--- src/rtl/ram_arbiter.sv ---
// ram_arbiter: round-robin sharing of one synchronous RAM between
// instruction fetch, data port and the UART loader, with loader exclusivity.
module ram_arbiter #(
  parameter int ADDR_W  = 32,
  parameter int DATA_W  = 32,
  parameter int RAM_LAT = 1
) (
  input  logic                clk,
  input  logic                rst_n,
  input  logic                m0_req,
  input  logic                m0_we,
  input  logic [ADDR_W-1:0]   m0_addr,
  input  logic [DATA_W-1:0]   m0_wdata,
  input  logic [DATA_W/8-1:0] m0_wstrb,
  output logic                m0_gnt,
  output logic                m0_rvalid,
  output logic [DATA_W-1:0]   m0_rdata,
  input  logic                m1_req,
  input  logic                m1_we,
  input  logic [ADDR_W-1:0]   m1_addr,
  input  logic [DATA_W-1:0]   m1_wdata,
  input  logic [DATA_W/8-1:0] m1_wstrb,
  output logic                m1_gnt,
  output logic                m1_rvalid,
  output logic [DATA_W-1:0]   m1_rdata,
  input  logic                m2_req,
  input  logic                m2_we,
  input  logic [ADDR_W-1:0]   m2_addr,
  input  logic [DATA_W-1:0]   m2_wdata,
  input  logic [DATA_W/8-1:0] m2_wstrb,
  output logic                m2_gnt,
  output logic                m2_rvalid,
  output logic [DATA_W-1:0]   m2_rdata,
  input  logic                m2_excl,
  output logic                core_stall,
  output logic                ram_en,
  output logic [DATA_W/8-1:0] ram_we,
  output logic [ADDR_W-3:0]   ram_addr,
  output logic [DATA_W-1:0]   ram_wdata,
  input  logic [DATA_W-1:0]   ram_rdata
);

  localparam int SW = DATA_W / 8;

  typedef enum logic [1:0] {
    SHARED = 2'd0,
    DRAIN  = 2'd1,
    EXCL   = 2'd2
  } state_e;

  state_e state_q, state_d;

  logic [1:0] rr_q, rr_d;
  logic       stall_q, stall_d;

  logic [RAM_LAT-1:0]      pv_q, pv_d;
  logic [RAM_LAT-1:0][1:0] pid_q, pid_d;

  logic [2:0] req;
  logic [2:0] elig;
  logic [1:0] p1, p2;
  logic [1:0] win;
  logic       win_vld;

  logic              sel_we;
  logic [ADDR_W-1:0] sel_addr;
  logic [DATA_W-1:0] sel_wdata;
  logic [SW-1:0]     sel_wstrb;

  logic       rv;
  logic [1:0] rid;
  logic       pipe_empty;
  logic       unused_lsbs;

  assign unused_lsbs = ^sel_addr[1:0];
  assign core_stall  = stall_q;

  // Mode decides who may compete; first eligible at or after rr_q wins.
  always_comb begin
    req  = {m2_req, m1_req, m0_req};
    elig = 3'b000;
    unique case (state_q)
      SHARED:  elig = m2_excl ? 3'b000 : req;
      DRAIN:   elig = 3'b000;
      EXCL:    elig = {m2_req, 2'b00};
      default: elig = 3'b000;
    endcase
    if (!rst_n) begin
      elig = 3'b000;
    end
    p1      = (rr_q == 2'd2) ? 2'd0 : rr_q + 2'd1;
    p2      = (p1 == 2'd2) ? 2'd0 : p1 + 2'd1;
    win_vld = |elig;
    win     = 2'd0;
    if (elig[rr_q]) begin
      win = rr_q;
    end else if (elig[p1]) begin
      win = p1;
    end else if (elig[p2]) begin
      win = p2;
    end
  end

  // Route the winner's fields to the RAM and raise its grant.
  always_comb begin
    sel_we    = m0_we;
    sel_addr  = m0_addr;
    sel_wdata = m0_wdata;
    sel_wstrb = m0_wstrb;
    unique case (win)
      2'd1: begin
        sel_we    = m1_we;
        sel_addr  = m1_addr;
        sel_wdata = m1_wdata;
        sel_wstrb = m1_wstrb;
      end
      2'd2: begin
        sel_we    = m2_we;
        sel_addr  = m2_addr;
        sel_wdata = m2_wdata;
        sel_wstrb = m2_wstrb;
      end
      default: begin
        sel_we    = m0_we;
        sel_addr  = m0_addr;
        sel_wdata = m0_wdata;
        sel_wstrb = m0_wstrb;
      end
    endcase
    m0_gnt    = win_vld && (win == 2'd0);
    m1_gnt    = win_vld && (win == 2'd1);
    m2_gnt    = win_vld && (win == 2'd2);
    ram_en    = win_vld;
    ram_we    = (win_vld && sel_we) ? sel_wstrb : '0;
    ram_addr  = win_vld ? sel_addr[ADDR_W-1:2] : '0;
    ram_wdata = win_vld ? sel_wdata : '0;
  end

  // Owner pipeline: each granted read enters at stage 0 tagged with its id.
  always_comb begin
    pv_d     = '0;
    pid_d    = '0;
    pv_d[0]  = win_vld && !sel_we;
    pid_d[0] = win;
    for (int i = 1; i < RAM_LAT; i++) begin
      pv_d[i]  = pv_q[i-1];
      pid_d[i] = pid_q[i-1];
    end
  end

  // Last stage steers RAM data to its owner; others see zero.
  always_comb begin
    rv         = pv_q[RAM_LAT-1];
    rid        = pid_q[RAM_LAT-1];
    pipe_empty = ~|pv_q;
    m0_rvalid  = rv && (rid == 2'd0);
    m1_rvalid  = rv && (rid == 2'd1);
    m2_rvalid  = rv && (rid == 2'd2);
    m0_rdata   = m0_rvalid ? ram_rdata : '0;
    m1_rdata   = m1_rvalid ? ram_rdata : '0;
    m2_rdata   = m2_rvalid ? ram_rdata : '0;
  end

  // Mode sequencing, stall from next mode, pointer follows the winner.
  always_comb begin
    state_d = state_q;
    unique case (state_q)
      SHARED: begin
        if (m2_excl) state_d = DRAIN;
      end
      DRAIN: begin
        if (!m2_excl) begin
          state_d = SHARED;
        end else if (pipe_empty) begin
          state_d = EXCL;
        end
      end
      EXCL: begin
        if (!m2_excl && pipe_empty) state_d = SHARED;
      end
      default: state_d = SHARED;
    endcase
    stall_d = (state_d != SHARED);
    rr_d    = rr_q;
    if (win_vld) begin
      rr_d = (win == 2'd2) ? 2'd0 : win + 2'd1;
    end
  end

  // State registers; reset flushes any in-flight read.
  always_ff @(posedge clk or negedge rst_n) begin
    if (!rst_n) begin
      state_q <= SHARED;
      rr_q    <= 2'd0;
      stall_q <= 1'b0;
      pv_q    <= '0;
      pid_q   <= '0;
    end else begin
      state_q <= state_d;
      rr_q    <= rr_d;
      stall_q <= stall_d;
      pv_q    <= pv_d;
      pid_q   <= pid_d;
    end
  end

endmodule

--- config.mk ---
export PLATFORM = sky130hd
export DESIGN_NAME = ram_arbiter
export DESIGN_NICKNAME = d
export VERILOG_FILES = /design/src/rtl/ram_arbiter.sv
export SDC_FILE = /design/constraint.sdc
export NUM_CORES = 1
export LEC_CHECK = 0
export ABC_AREA = 1
export BUFFER_PORTS_ARGS = -buffer_cell sky130_fd_sc_hd__buf_2
export CORE_AREA = 2 2 161 163
export DETAILED_ROUTE_END_ITERATION = 8
export DIE_AREA = 0 0 163 165
export SLEW_MARGIN = 20
export SYNTH_ARGS = -nofsm -noshare
export SYNTH_HDL_FRONTEND = slang
export SYNTH_SLANG_ARGS = --single-unit
--- constraint.sdc ---
create_clock -name clk -period 3.2 [get_ports clk]
set_input_delay 0.32 -clock clk [delete_from_list [all_inputs] [get_ports clk]]
set_output_delay 0.32 -clock clk [all_outputs]
set_load 0.005 [all_outputs]
# Word-level counts from Yosys, hierarchy flattened
# Index checks and enable logic that the tools add are counted.
# totals
ff_bits,8
in_bits,245
wordCells,66
# op_classes
n_mux,30
n_lt_le_gt_ge,3
n_addsub,3
n_reduce_logical,17
eq_ne,8
# op_table
operator,n
two-way mux 32 bit,4
one-hot mux 32 bit (2 select lines),2
two-way mux 30 bit,1
two-way mux 2 bit,10
"equality test 2 bit, second input constant",5
logical AND 1 bit,9
"< comparator 2 x 3 -> 1 bit, second input constant",3
one-hot mux 4 bit (2 select lines),1
"adder 2 x 1 -> 2 bit, second input constant",3
binary-select mux 1 bit (select 2 bit),3
"equality test 2 x 1 -> 1 bit, second input constant",3
zero test 2 bit,3
two-way mux 3 bit,2
one-hot mux 2 bit (3 select lines),1
one-hot mux 3 bit (2 select lines),1
two-way mux 4 bit,1
zero test 1 bit,3
two-way mux 1 bit,3
OR reduction 3 bit,1
one-hot mux 1 bit (2 select lines),1
nonzero test 2 bit,1

# Longest topological paths before layout
# Gate-level depths: netlist (run 1).
# depth
ltp_word,13
depth_mapped,18

# Worst setup path before layout (run 1)
# OpenSTA, ideal clock, no wires.
# synth_path
path_kind,register to output
from,register state_q[0]
to,output port ram_wdata[1]
arrival_time_ps,2301
slack_ps,579
path_stages_with_launch,13
t_required_ps,2880
cell_sequence,dfrtp_1 inv_1 nand3_1 nor2_1 nand2_1 a31oi_1 inv_1 ha_1 buf_2 buf_4 buf_2 mux2i_1 nor2_4
# synth_lines
element,line,source
start: declaration,51,"state_e state_q, state_d;"
start signal: assignment,199,state_q <= state_d;
end: declaration,39,"output logic [DATA_W-1:0] ram_wdata,"

# Final worst setup path (run 1)
# layout_path
from,register rr_q[1]
to,output port ram_addr[2]
# layout_via
elab_chain_len,12
elab_cells_between_ends,19
classes_between,add/sub: 2; eq/ne: 4; mux: 13
# layout_lines
element,line,source
start: declaration,53,"logic [1:0] rr_q, rr_d;"
start signal: assignment,200,rr_q <= rr_d;
adder 2 x 1 -> 2 bit / equality test 2 bit (equally long branches),91,p1 = (rr_q == 2'd2) ? 2'd0 : rr_q + 2'd1;
two-way mux 2 bit,91,
adder 2 x 1 -> 2 bit / equality test 2 bit (equally long branches),92,p2 = (p1 == 2'd2) ? 2'd0 : p1 + 2'd1;
two-way mux 2 bit,92,
binary-select mux 1 bit (select 2 bit),99,end else if (elig[p2]) begin
two-way mux 1 bit (implied by the code),99,
two-way mux 2 bit,99,
two-way mux 2 bit,97,end else if (elig[p1]) begin
two-way mux 2 bit *,95,if (elig[rr_q]) begin
equality test 2 bit / equality test 2 x 1 -> 1 bit (equally long branches),110,unique case (win)
one-hot mux 32 bit (2 select lines) *,110,
two-way mux 30 bit *,135,ram_addr = win_vld ? sel_addr[ADDR_W-1:2] : '0;
end: declaration,38,"output logic [ADDR_W-3:0] ram_addr,"
# Mark *: on every way between the ends. The rest lies on a longest branch, timed or not. The select of a mux whose other input is x is not followed.

==> results of run 1 <==
## cell type report
| type | instances | area (um^2) |
|---|---|---|
| fillers | 2842 | 19500 |
| flip-flops and latches | 8 | 200 |
| inverters | 53 | 200 |
| multi-input cells | 355 | 2370 |
| repair buffers | 426 | 2320 |
| clock buffers | 3 | 75.1 |
| well taps | 330 | 413 |
## registers in the layout, indices dropped and copies added, names as in the netlist
register	count
pv_q	1
core_stall	1
rr_q	2
state_q	2
pid_q	2
## metal layers
| layer | routed length, um | share of wire | global-route usage |
|---|---|---|---|
| met2 | 9040 | 0.50 | 0.199 |
| met3 | 1230 | 0.067 | 0.00829 |
| met5 | 0 | 0 | 0 |
| met1 | 7860 | 0.43 | 0.152 |
| met4 | 75 | 0.0041 | 0.0109 |
## through the flow
step           utilization  worst slack [ns]
5_1_grt              0.223            0.0214
3_5_place_dp         0.212             0.248
3_3_place_gp         0.212             0.270
6_report             0.223             0.188
4_1_cts              0.215           0.00282
2_1_floorplan            -             0.579
## Yosys cell counts
cell,instances
nor2_1,165
a22o_1,66
mux2i_1,66
inv_1,50
nand2_1,18
buf_2,17
clkbuf_1,17
nor2_4,12
dfrtp_1,8
nand3_1,6
ha_1,5
o21ai_0,5
buf_6,4
inv_2,3
nand4_1,3
nor3_1,3
a21oi_1,1
a31oi_1,1
buf_12,1
buf_4,1
nand2_4,1
nand3_2,1
o211ai_4,1
o22ai_1,1
## power by group through the flow
| stage | Combinational, mW | Clock [mW] | Sequential, mW |
|---|---|---|---|
| after detailed placement | 3.20 | 0 | 0.182 |
| after floorplan | 2.10 | 0 | 0.171 |
| after global placement | 3.17 | 0 | 0.181 |
| after CTS | 3.22 | 0.210 | 0.182 |
| after global routing | 3.91 | 0.216 | 0.188 |
| final | 3.61 | 0.206 | 0.181 |
## how the worst min path moves through the flow
stage                       to  slack [ns]  cells past startpoint
global route        state_q[0]        0.07                      2
global placement    state_q[0]        0.29                      2
finish              state_q[0]        0.04                      2
CTS                    rr_q[0]        0.04                      2
floorplan           core_stall        0.02                      0
detailed placement  state_q[0]        0.28                      2
## cells by family (layout without fill, tap and decap cells)
kind of cell / count (synthesis) / after routing / synth area share
muxes: 66 / 66 / 0.228
DFF: 8 / 8 / 0.0692
buffers and inverters: 93 / 482 / 0.145
AOI/OAI and AO/OA: 75 / 75 / 0.222
and+or+nand+nor: 209 / 209 / 0.314
adders and majority gates: 5 / 5 / 0.0216
## timing repair
action	4_1_cts	5_1_grt
gates resized for setup	1	21
cloned	0	3
setup endpoints to repair	1	36
pin swaps	0	2
buffers inserted	0	3
==> out/results.ini, run 1 <==
[power]
switching_share=0.497
p_per_area_nw_per_um2=718
p_int_mw=2.01
ir_drop_mv=0.305
clkPwrFrac=0.051
switchingPower_mw=1.99
comb_power_share=0.903
p_leak_nw=3.34
seqPwrFrac=0.045
finalPower_mw=4.00

[drt]
drc=0
vias_per_cell=3.97
finalWirelength_mm=18.2
drtIter0Drc=243
vias=4667
wire_per_inst_um=15.5
firstDrtPassIters=7
antenna_left=0

[run_status]
status=finished clean

[synthesis]
synth.distinct_cells=24
ys_warn_count=0
synth_area_leaders=mux2i_1 23%, nor2_1 21%, a22o_1 20%, dfrtp_1 6.9%, inv_1 6.5%
synth_top_area_cell=mux2i_1
synth_top_cell_area_share=0.228
synth_nets=706
syn_inst=456
syn_area_per_cell_um2=6.34
syn_area_um2=2890
ys_ff_latch=8
ys_seq_area_frac=0.0692

[cells_and_area]
synthToLayoutAreaGrowth_pct=92.7
layout_common_cells=408 x buf_2, 162 x nor2_1, 66 x a22o_1, 56 x mux2i_1, 49 x inv_1
fin_cells=1175
finalNetCount=1097
postLayoutCellArea_um2=5570
antennaDiodeCount=0
final_common_cell=buf_2
layout-drive-gt1-share=0.554

[sta]
timing.fmax_ghz=0.332
rsz0062_at_grt=false
fin_hold_ws_ns=0.0437
hold_viol=0
maxSlewHeadroom=0.356
slew_viol_final=0
fin_crit_ns=3.01
setup_tns_ns=0
final.period_utilization=0.941
fin_worst_skew_ns=0.00189
finalSetupViolations=0
worst_pin_slew_ns=0.965

[floorplanning]
rows=58
die_area_um2=26900
start_util=0.116
core-area_um2=25000
die_y_um=165
io_pins=415
die_w_um=163

[clocking]
hold_buffers=0
cts_max_level=1
cts_tree=yes
cts_sinks=8
clk_pin_slew_worst_paths_ns=0.04
clockBufferDepth=2
insertion_delay_ns=0.23
cts_inserted_buffers=3
root_buffer=clkbuf_16

[worst_setup_path]
crit_chain=nor2_2, nand4_1, nand2_1, nor2_2, a21oi_2, ha_4, buf_12, a22o_1, mux2i_1, nor2_1, buf_2
cp_num_buf_inv=2
crit_end=ram_addr[2]
r2r_setup_slack_ns=0.87
r2r_start=rr_q[1]
critical_path.max_fanout=42
cp-end-kind=output pin
crit_top_cell=nor2_2
worstPathRequired_ns=2.88
rr_worst_depth=9
crit_arrival_ns=2.69
path_class=reg2out
cp_num_cells=11
slowest_delay_ns=0.43
cpMaxStageDelayCell=dfrtp_1
startpoint=rr_q[1]
cp-start-kind=flip-flop
cp_top_family=simple AND/OR/NAND/NOR gates
timing.rr.end=pv_q

[global_routing]
grt_usage=0.111
grt_pass1_wl_mm=22.9
gr-total-overflow=0
antenna_found_initial=1
grt_pass1_vias=3962
grt_max_degree=60

[placement]
gp_congestion=0.770
placedCellCount=1166
place_area_um2=5300
placement.io_buffers=408
post-dp-hpwl_mm=14.9

[flow_run]
maxCapViolations=0

[worst_hold_path]
hold_path_class=in2async

(Power assumes the default switching activity.)
==> run 2, diff against run 1 <==
--- a/config.mk
+++ b/config.mk
@@ -10,6 +10,7 @@
 export CORE_AREA = 2 2 161 163
 export DETAILED_ROUTE_END_ITERATION = 8
 export DIE_AREA = 0 0 163 165
+export SETUP_SLACK_MARGIN = 0.4
 export SLEW_MARGIN = 20
 export SYNTH_ARGS = -nofsm -noshare
 export SYNTH_HDL_FRONTEND = slang
==> run 2 against run 1 <==
Combinational power increased by 40%. Non-clock buffer count increased by 27. Cell area increased by 13%. Worst setup slack improved by 0.042 ns. Clock skew about the same. Largest power group unchanged. Highest routed layer is now met5.
==> out/results.ini, run 2 (synthesis results as in run 1) <==
[global_routing]
grt_pass1_wl_mm=25.6
grt_usage=0.127
grt_max_degree=41
gr-total-overflow=0
grt_pass1_vias=4289
antenna_found_initial=1

[worst_setup_path]
crit_chain=nor2_4, buf_6, nand4_1, nand2_2, nor2_4, nand2_2, nand2_2, ha_4, buf_8, buf_12, buf_16, a22o_1, mux2i_1, nor2_1, buf_2
slowest_delay_ns=0.40
cpMaxStageDelayCell=dfrtp_1
cp_num_buf_inv=5
path_class=reg2out
crit_top_cell=nand2_2
cp_top_family=simple AND/OR/NAND/NOR gates
cp-start-kind=flip-flop
crit_arrival_ns=2.65
cp-end-kind=output pin
worstPathRequired_ns=2.88
critical_path.max_fanout=7

[cells_and_area]
top_regs=pid_q: 2 flops, rr_q: 2 flops, state_q: 2 flops
layout_common_cells=401 x buf_2, 160 x nor2_1, 64 x a22o_1, 47 x inv_1, 44 x mux2i_1
finalNetCount=1124
fillers=2787
fin_cells=1202
final_common_cell=buf_2
antennaDiodeCount=0
postLayoutCellArea_um2=6290
synthToLayoutAreaGrowth_pct=118
layout-drive-gt1-share=0.593

[flow_run]
maxCapViolations=0

[sta]
slew_viol_final=0
finalSetupViolations=0
hold_viol=0
fin_hold_ws_ns=0.0555
maxSlewHeadroom=0.358
final.period_utilization=0.928
fin_ws_ns=0.230
fin_worst_skew_ns=0.00156
fin_crit_ns=2.97
setup_tns_ns=0
timing.fmax_ghz=0.337
worst_pin_slew_ns=0.961
rsz0062_at_grt=true

[clocking]
hold_buffers=0
cts_inserted_buffers=3
clockBufferDepth=2
clk_pin_slew_worst_paths_ns=0.04
cts_tree=yes
cts_max_level=1
insertion_delay_ns=0.23
cts_sinks=8
root_buffer=clkbuf_16

[drt]
finalWirelength_mm=19.6
drc=0
wire_per_inst_um=16.3
drtIter0Drc=177
vias_per_cell=3.99
vias=4795
firstDrtPassIters=4
antenna_left=0

[power]
p_int_mw=3.05
comb_power_share=0.929
ir_drop_mv=0.487
p_leak_nw=3.61
switching_share=0.437
clkPwrFrac=0.038
seqPwrFrac=0.034
switchingPower_mw=2.37
p_per_area_nw_per_um2=862

[floorplanning]
die_w_um=163
core-area_um2=25000
die_area_um2=26900
die_y_um=165
io_pins=415
start_util=0.116
rows=58

[placement]
placement.io_buffers=408
placedCellCount=1166
dp_slack_ns=0.248
place_area_um2=5300
gp_congestion=0.770
post-dp-hpwl_mm=14.9

[worst_hold_path]
hold_path_class=in2async

[run_status]
status=finished clean

==> run 2: changes by cell type in the layout (fill, tap and decap cells not counted), sizes merged <==
cell	change
buf	+25
bufbuf	+3
clkbuf	-1
==> run 2: power groups by stage <==
| stage | clock network [mW] | registers (mW) | logic [mW] |
|---|---|---|---|
| final | 0.206 | 0.182 | 5.04 |
| after global routing | 0.216 | 0.188 | 5.38 |
| after CTS | 0.210 | 0.183 | 4.65 |
| after detailed placement | 0 | 0.182 | 3.20 |
| after global placement | 0 | 0.181 | 3.17 |
| after floorplan | 0 | 0.171 | 2.10 |
==> run 2: layout make-up <==
class | count | area (um^2) | area share
multi-input combinational | 355 | 2550 | 0.405
timing repair buffer | 453 | 2860 | 0.454
sequential | 8 | 200 | 0.0318
inverter | 53 | 200 | 0.0318
clock buffer | 3 | 75.1 | 0.0119
tap | 330 | 413 | 0.0656
==> run 2: worst paths after layout <==
kind / from / slack (ns) / endpoint / depth (start not counted)
max: state_q[0] / 0.23 / ram_addr[16] / 15
min: rst_n / 0.06 / state_q[0] / 2
max reg2reg: state_q[0] / 0.77 / pv_q / 12
min reg2reg: pv_q / 0.60 / state_q[1] / 2
max in group asynchronous: rst_n / 3.02 / pid_q[0] / 2
min in group clk: m2_excl / 0.39 / state_q[0] / 3
==> run 2: routing by layer <==
metal | up-vias | wire length, um | track usage
met5 | - | 13 | 0
met4 | 2 | 61 | 0.0101
met3 | 8 | 1220 | 0.0108
met2 | 291 | 9930 | 0.239
met1 | 2145 | 8360 | 0.164
li1 | 2349 | - | -
==> run 2: per-stage QoR <==
stage	util	total power [mW]
after floorplan	-	2.27
after global placement	0.212	3.35
after detailed placement	0.212	3.38
after CTS	0.242	5.05
after global routing	0.251	5.79
final	0.251	5.43
==> run 2: timing repair <==
item,CTS,global route
setup buffers,15,6
gates resized for setup,61,26
endpoints found under the setup margin,67,67
gates cloned,10,2
pin swaps,17,21
==> run 3, diff against run 2 <==
--- a/config.mk
+++ b/config.mk
@@ -10,6 +10,7 @@
 export CORE_AREA = 2 2 161 163
 export DETAILED_ROUTE_END_ITERATION = 8
 export DIE_AREA = 0 0 163 165
+export PLACE_DENSITY = 0.41
 export SETUP_SLACK_MARGIN = 0.4
 export SLEW_MARGIN = 20
 export SYNTH_ARGS = -nofsm -noshare
==> constraint.sdc (replaced) <==
create_clock -name clk -period 3.2 [get_ports clk]
set_input_delay 0.32 -clock clk [delete_from_list [all_inputs] [get_ports clk]]
set_output_delay 0.32 -clock clk [all_outputs]
set_load 0.1 [all_outputs]
==> run 3 against run 2 <==
Sequential share of layout area fell by 0.86 points. Largest power group unchanged. Power increased by 84%. Global-route usage grew 0.86 points. Highest routed layer unchanged. Maximum frequency up 0.50%. Wire length is 4.3% higher.
==> out/results.ini, run 3 (synthesis results as in run 1) <==
[cells_and_area]
antennaDiodeCount=0
postLayoutCellArea_um2=8690
synthToLayoutAreaGrowth_pct=200
final_common_cell=buf_2
layout-drive-gt1-share=0.848
top_regs=pid_q: 2 flops, rr_q: 2 flops, state_q: 2 flops
layout_common_cells=340 x buf_2, 98 x nor2_2, 80 x buf_12, 74 x nor2_4, 55 x a22o_1
finalNetCount=1138

[sta]
setup_tns_ns=0
maxSlewHeadroom=0.517
worst_pin_slew_ns=0.725
rsz0062_at_grt=true
slew_viol_final=0
final.period_utilization=0.924
fin_worst_skew_ns=0.00286
fin_crit_ns=2.96
finalSetupViolations=0
hold_viol=0
timing.fmax_ghz=0.338

[drt]
firstDrtPassIters=4
vias=4818
finalWirelength_mm=20.4
vias_per_cell=3.96
antenna_left=0
drtIter0Drc=105
drc=0
wire_per_inst_um=16.8

[worst_setup_path]
cp-end-kind=output pin
crit_arrival_ns=2.64
crit_chain=nor2_4, nand3_2, nand2_2, nand3_2, nor2_4, nand2_2, nand2_2, ha_4, buf_12, buf_16, a22o_1, mux2i_4, nor2_4, buf_12
timing.rr.end=pv_q
cpMaxStageDelayCell=dfrtp_1
r2r_start=state_q[1]
critical_path.max_fanout=8
r2r_setup_slack_ns=0.89
crit_end=ram_addr[4]
slowest_delay_ns=0.41
path_class=reg2out
worstPathRequired_ns=2.88
cp-start-kind=flip-flop
startpoint=state_q[1]
rr_worst_depth=13

[power]
p_per_area_nw_per_um2=1150
p_leak_nw=3.92
ir_drop_mv=0.576
finalPower_mw=9.98

[global_routing]
grt_pass1_vias=4734
antenna_found_initial=3
grt_max_degree=42
grt_usage=0.136
gr-total-overflow=0
grt_pass1_wl_mm=27.7

[floorplanning]
die_w_um=163
start_util=0.116
die_area_um2=26900
rows=58
core-area_um2=25000
die_y_um=165
io_pins=415

[run_status]
status=finished clean

[flow_run]
maxCapViolations=0

[clocking]
cts_inserted_buffers=3
clk_pin_slew_worst_paths_ns=0.04
clockBufferDepth=2
cts_sinks=8
cts_max_level=1
root_buffer=clkbuf_16
insertion_delay_ns=0.23
cts_tree=yes

[placement]
placement.io_buffers=408
post-dp-hpwl_mm=16.3
gp_congestion=0.723
place_area_um2=7140

[worst_hold_path]
hold_path_class=in2async

## run 3: changes by cell type in the layout (fill, tap and decap cells not counted), sizes merged
cell / previous run / this run
clkbuf: 5 / 7
dlygate4sd3: 0 / 1
clkinv: 1 / 0
inv: 52 / 53
bufbuf: 3 / 0
buf: 448 / 462
## run 3: stage by stage
step                cells  worst slack (ns)   util  hold slack, ns
finish               1216             0.245  0.347          0.0500
global route         1216             0.117  0.347          0.0622
CTS                  1203             0.243  0.325          0.0548
detailed placement   1178             0.100  0.285           0.154
global placement     1178             0.186  0.285           0.151
floorplan             456             0.174      -          0.0244
## run 3: per-layer routing
layer,part of all wire,vias to the layer above,global-route usage
li1,-,2384,-
met1,0.37,2148,0.153
met2,0.55,262,0.273
met3,0.068,22,0.0183
met4,0.014,2,0.0209
met5,0.00064,-,0
## run 3: how the worst min path moves through the flow
| stage | startpoint | endpoint | cells past startpoint |
|---|---|---|---|
| after CTS | rst_n | rr_q[0] | 2 |
| after global placement | rst_n | state_q[0] | 1 |
| after floorplan | rst_n | core_stall | 0 |
| after detailed placement | rst_n | state_q[0] | 1 |
| final | rst_n | rr_q[0] | 2 |
| after global routing | rst_n | rr_q[0] | 2 |
## run 3: report_power, final
group | total [mW] | internal, mW | switching (mW) | leakage (nW)
Sequential | 0.192 | 0.143 | 0.0493 | 0.102
Combinational | 9.58 | 4.09 | 5.48 | 3.78
Clock | 0.209 | 0.161 | 0.0477 | 0.0370
Total | 9.98 | 4.40 | 5.58 | 3.92
## run 3: what timing repair did
action / CTS / global route
gates cloned: 3 / 4
pin swaps: 12 / 16
hold buffers: 1 / 0
setup buffers: 18 / 9
hold endpoints to repair: 3 / 0
resized for setup: 132 / 56
endpoints found under the setup margin: 68 / 67
## run 3: critical path, delay by kind of cell (launching register included)
kind	cells	cell delay, ns
AND/OR/NAND/NOR	8	0.96
multiplexers	1	0.09
AO/OA/AOI/OAI	1	0.19
flip-flops	1	0.41
adder cells (fa/ha/maj)	1	0.28
buffers and inverters	3	0.46
## run 3: final cells by class
cell class | count | area (um^2)
Fill cell | 2570 | 16300
Multi-Input combinational cell | 355 | 3950
Inverter | 53 | 206
Timing Repair Buffer | 467 | 3850
Sequential cell | 8 | 201
Tap cell | 330 | 413
Clock buffer | 3 | 75.1
